--- config.mk ---
export PLATFORM = sky130hd
export DESIGN_NAME = keypad_encoder
export DESIGN_NICKNAME = d
export VERILOG_FILES = /design/src/rtl/keypad_encoder_pkg.sv /design/src/rtl/keypad_encoder_onehot10_to_bcd.sv /design/src/rtl/keypad_encoder.sv
export SDC_FILE = /design/constraint.sdc
export NUM_CORES = 1
export LEC_CHECK = 0
export BUFFER_PORTS_ARGS = -buffer_cell sky130_fd_sc_hd__buf_2
export CAP_MARGIN = 20
export CORE_UTILIZATION = 30
export CTS_BUF_LIST = sky130_fd_sc_hd__clkbuf_16
export DETAILED_ROUTE_END_ITERATION = 12
export HOLD_SLACK_MARGIN = 0.12
export RECOVER_POWER = 25
export SLEW_MARGIN = 20
export SYNTH_ARGS = -nofsm -noshare
export SYNTH_HDL_FRONTEND = slang
export SYNTH_HIERARCHICAL = 1
export SYNTH_SLANG_ARGS = --single-unit
--- constraint.sdc ---
create_clock -name clk -period 2.4 [get_ports clk]
set_clock_uncertainty 0.1 [all_clocks]
set_input_delay 0.12 -clock clk [delete_from_list [all_inputs] [get_ports clk]]
set_output_delay 0.12 -clock clk [all_outputs]
set_load 0.01 [all_outputs]
--- src/rtl/keypad_encoder_pkg.sv ---
// ============================================================================
// Module      : keypad_encoder_pkg
// Description : Shared widths and FSM state encoding for the keypad encoder.
// Revision    : 1.0
// ============================================================================
`default_nettype none

package keypad_encoder_pkg;

    localparam int KEY_W   = 10;
    localparam int DIGIT_W = 4;

    typedef enum logic [1:0] {
        ST_IDLE     = 2'd0,
        ST_DEBOUNCE = 2'd1,
        ST_STROBE   = 2'd2,
        ST_RELEASE  = 2'd3
    } state_t;

endpackage

`default_nettype wire

--- src/rtl/keypad_encoder_onehot10_to_bcd.sv ---
// ============================================================================
// Module      : onehot10_to_bcd
// Description : Encodes ten key lines to a BCD index and flags exactly-one-set.
// Revision    : 1.0
// ============================================================================
`default_nettype none

module onehot10_to_bcd
    import keypad_encoder_pkg::*;
(
    input  logic [KEY_W-1:0]   keys,
    output logic [DIGIT_W-1:0] bcd,
    output logic               single
);

    // Lowest set bit wins; only meaningful when single is high.
    always_comb begin
        bcd = '0;
        for (int i = KEY_W - 1; i >= 0; i--) begin
            if (keys[i]) begin
                bcd = DIGIT_W'(i);
            end
        end
    end

    assign single = (keys != '0) && ((keys & (keys - KEY_W'(1))) == '0);

endmodule

`default_nettype wire

--- src/rtl/keypad_encoder.sv ---
// ============================================================================
// Module      : keypad_encoder
// Description : Debounces ten digit keys and emits one active-low load strobe
//               with the BCD digit for each accepted press.
// Revision    : 1.0
// ============================================================================
`default_nettype none

module keypad_encoder
    import keypad_encoder_pkg::*;
#(
    parameter int DEBOUNCE_CYCLES = 4,
    parameter int CNT_W           = 3
) (
    input  logic               clk,
    input  logic               clr,
    input  logic [KEY_W-1:0]   keys,
    input  logic               entry_en,
    output logic [DIGIT_W-1:0] data,
    output logic               load,
    output logic               busy
);

    localparam logic [CNT_W-1:0] CNT_LAST = CNT_W'(DEBOUNCE_CYCLES - 1);

    logic [KEY_W-1:0]   sync1;
    logic [KEY_W-1:0]   sample;
    state_t             state;
    logic [CNT_W-1:0]   cnt;
    logic [DIGIT_W-1:0] cand;
    logic [DIGIT_W-1:0] sample_bcd;
    logic               sample_single;
    logic               cand_match;

    onehot10_to_bcd u_enc (
        .keys   (sample),
        .bcd    (sample_bcd),
        .single (sample_single)
    );

    assign cand_match = (sample == (KEY_W'(1) << cand));

    always_ff @(posedge clk or negedge clr) begin
        if (!clr) begin
            sync1  <= '0;
            sample <= '0;
            state  <= ST_IDLE;
            cnt    <= '0;
            cand   <= '0;
            data   <= '0;
        end else begin
            sync1  <= keys;
            sample <= sync1;
            case (state)
                ST_IDLE: begin
                    if (entry_en && (sample != '0)) begin
                        if (sample_single) begin
                            cand  <= sample_bcd;
                            cnt   <= CNT_W'(1);
                            state <= ST_DEBOUNCE;
                        end else begin
                            cnt   <= '0;
                            state <= ST_RELEASE;
                        end
                    end
                end
                ST_DEBOUNCE: begin
                    if (sample == '0) begin
                        cnt   <= '0;
                        state <= ST_IDLE;
                    end else if (entry_en && cand_match) begin
                        if (cnt == CNT_LAST) begin
                            data  <= cand;
                            state <= ST_STROBE;
                        end else begin
                            cnt <= cnt + CNT_W'(1);
                        end
                    end else begin
                        cnt   <= '0;
                        state <= ST_RELEASE;
                    end
                end
                ST_STROBE: begin
                    cnt   <= '0;
                    state <= ST_RELEASE;
                end
                ST_RELEASE: begin
                    // Any bounce back to nonzero restarts the release window.
                    if (sample == '0) begin
                        if (cnt == CNT_LAST) begin
                            cnt   <= '0;
                            state <= ST_IDLE;
                        end else begin
                            cnt <= cnt + CNT_W'(1);
                        end
                    end else begin
                        cnt <= '0;
                    end
                end
                default: begin
                    cnt   <= '0;
                    state <= ST_IDLE;
                end
            endcase
        end
    end

    assign load = (state != ST_STROBE);
    assign busy = (state != ST_IDLE);

endmodule

`default_nettype wire

==> impl_results.md <==
* Outcome: finished, violations left
* Failing checks: setup timing
* Critical path, cell by cell: or4_4 > a2111oi_4 > nor3_2 > nor3_2 > nand4_1 > buf_4 > mux2_4
* FMAX at 414 MHz
* Clock Path Buffers at 2
* Cell family with most CP delay: simple AND/OR/NAND/NOR gates
* Share of cells above drive strength 1 at 34.7%
* Synth Cell Area at 1730 sq um
* WL per Instance at 13.1 um
* Post-DP HPWL at 2.68 mm
* RSZ-0062 raised after global routing: yes
* Rows at 27
* Placed Area at about 2100 sq um
* WHS Path Cells at 4
* CTS tree: done
* IO Count at 19
* Root Driver: clkbuf_16
* Post-synth top cells: dfrtp_1 (33), nor2_1 (18), nor3_1 (10), a21oi_1 (9), nand2_1 (6)
* Crit path largest cell delay at roughly 0.59 ns
* Worst hold path type: in2reg
* Worst path slowest cell: or4_4
* Period minus WS final at 2.42 ns
* Worst Setup End Kind: flip-flop
* Grt total ovfl at 0
* First-pass GRT wire length at 6.57 mm
* Clk_lat worst skew at 0.28 ns
* Sequential area share after synthesis at between 40% and 50%
* Top_reg_cell synth: dfrtp_1
* Clk pin slew, worst setup/hold paths at 0.06 ns
* Yosys cell types at 54
* DR iter-0 viols at 70
* Startpoint types: flip-flop
* Clock Sinks at 33
* Most frequent CP cell: nor3_2
* Worst supply voltage drop on vdd at between 0.5 and 0.6 mV
* Buf/Inv on CP at 1
* Via Count at 1440
* Crit path required time at 2.45 ns
* Leakage power at 1.05 nW
* DIE AREA at 6080 sq um
* Critical Path AT at 2.47 ns
* Power density cells at 575 nW/um^2
* Layout Nets at 231
* Initial Util at 31.3%
* Worst slew pin tran at 0.724 ns
* Final Slew Violations at 0
* Routability cong. at ~0.85
* Post-route design area at 2410 sq um
* Residual DRC at 0
* Die height at 78.0 um
* Max FO, Critical Path at 5
* Setup ws final at -0.0161 ns
* Final Hold Viols at 0
* Synth top area cells: dfrtp_1 (48%), nor2_1 (3.9%), mux2_4 (3.5%)
* Final Non-Filler Cells at approximately 290
* Via density at 5.00
* Async set-reset flop share out of synthesis at 100%
* Max_cap viols at 0
* Tot GR Track Use at 13.8%
* Number of synthesized flops with an enable pin at 0
* Critical setup path kind: reg2reg
* Number of antenna diodes at 0
* Most frequent cell after synthesis: dfrtp_1
* Yosys top cell area share at 47.7%
* CTS Buf Count at 5
* Core ar. at between 5000 and 6000 sq um
* Seq cells post-synth at 33
* H-tree levels at 2
* Final period util at 101%
* Worst reg-to-reg path cell count at 7
* Die Span X at 78.0 um
* Layout area overhead at 39.5%
* Routed Antenna Nets at 0
* Final setup violation count at 1
* Max-slew headroom at 51.7%
* WL final at roughly 3.8 mm
* Worst path depth at 7
* Post-Synthesis Cells at 161
* Number of buffers added on ports at 18
* Number of global-route vias before repair at between 1000 and 1500
* Synth Net Count at about 180
* Mean Syn Cell Area at 10.8 sq um
* Largest net degree at the start of global routing at 34
* DRT Pass-1 Iters at 4
* Placed cells at 268
* Synth area leader: dfrtp_1
* Initial antenna violation count at 0
* Yosys warns at 6
==> registers in the layout (all words and copies together) (netlist names) <==
name    cells
state       2
cand        4
sample     10
sync1      10
data        4
cnt         3
==> metrics by stage <==
| stage | hold slack (ns) | power [mW] | utilization [%] | worst slack [ns] | TNS, ns |
|---|---|---|---|---|---|
| detailed placement | 0.121 | 0.677 | 37.8 | -0.0536 | -0.223 |
| global route | 0.254 | 1.44 | 43.6 | -0.158 | -0.493 |
| CTS | 0.235 | 1.40 | 42.8 | -0.0197 | -0.0629 |
| floorplan | -0.276 | 0.631 | - | 0.0139 | 0 |
| global placement | 0.116 | 0.675 | 37.8 | 0.0305 | 0 |
| finish | 0.226 | 1.39 | 43.6 | -0.0161 | -0.0161 |
==> timing repair <==
item | CTS | global route
setup endpoints to repair | 5 | 12
pin swaps | 2 | 8
endpoints found under the hold margin | 43 | 0
hold buffers | 11 | 0
setup buffers | 1 | 2
gates resized for setup | 0 | 9
==> power by group <==
part / switching (mW) / internal [mW]
Clock: 0.223 / 0.482
Combinational: 0.0522 / 0.0456
Sequential: 0.0116 / 0.574
==> per-layer routing <==
layer / vias up / global-route usage, % / part of all wire [%]
li1: 706 / - / -
met1: 697 / 17.2 / 47
met2: 31 / 23.3 / 49
met3: 6 / 2.94 / 3.0
met4: 0 / 5.00 / 1.3
met5: - / 0 / 0
==> area by class of cell <==
class | count | area, sq um
repair buffers | 53 | 384
multi-input cells | 116 | 928
fillers | 546 | 3130
clock buffers | 5 | 125
well taps | 72 | 90.1
inverters | 6 | 22.5
flip-flops and latches | 33 | 827
clock inverters | 3 | 37.5
==> cell families after synthesis <==
family,share of synthesized area [%]
AO/OA/AOI/OAI,11.4
multiplexers,7.88
AND/OR/NAND/NOR,26.5
flip-flops,47.7
buffers and inverters,3.25
XOR/XNOR,0.506
adder cells (fa/ha/maj),2.75
==> worst paths after layout <==
check | to | start | slack, ns
min | cnt[0]$_DFFE_PN0P_ | entry_en | 0.23
max reg2reg | cand[0]$_DFFE_PN0P_ | sample[1]$_DFF_PN0_ | -0.02
min in group asynchronous | cand[3]$_DFFE_PN0P_ | clr | 0.34
max | cand[0]$_DFFE_PN0P_ | sample[1]$_DFF_PN0_ | -0.02
max in group asynchronous | cand[0]$_DFFE_PN0P_ | clr | 1.35
min reg2reg | sample[9]$_DFF_PN0_ | sync1[9]$_DFF_PN0_ | 0.24
==> layout by cell type, fill, tap and decap left out, types with 3 or more instances in the layout <==
cell type       n
buf_2          18
inv_1           6
a21oi_1         9
dlygate4sd3_1  11
nor3_1          8
nor4_1          5
nand2_1         6
ha_1            3
dfrtp_1        32
nor3_2          3
clkbuf_16       5
mux2_4          5
buf_4          23
nor2_1         18
mux2_2          3
nor4b_1         4
==> worst register-to-register path: cells and delay by family (launching register included) <==
kind | cells | cell delay (ns)
flops | 1 | 0.37
simple gates | 4 | 1.03
compound gates | 1 | 0.34
buf+inv | 1 | 0.17
mux | 1 | 0.29
(Power assumes the default switching activity.)
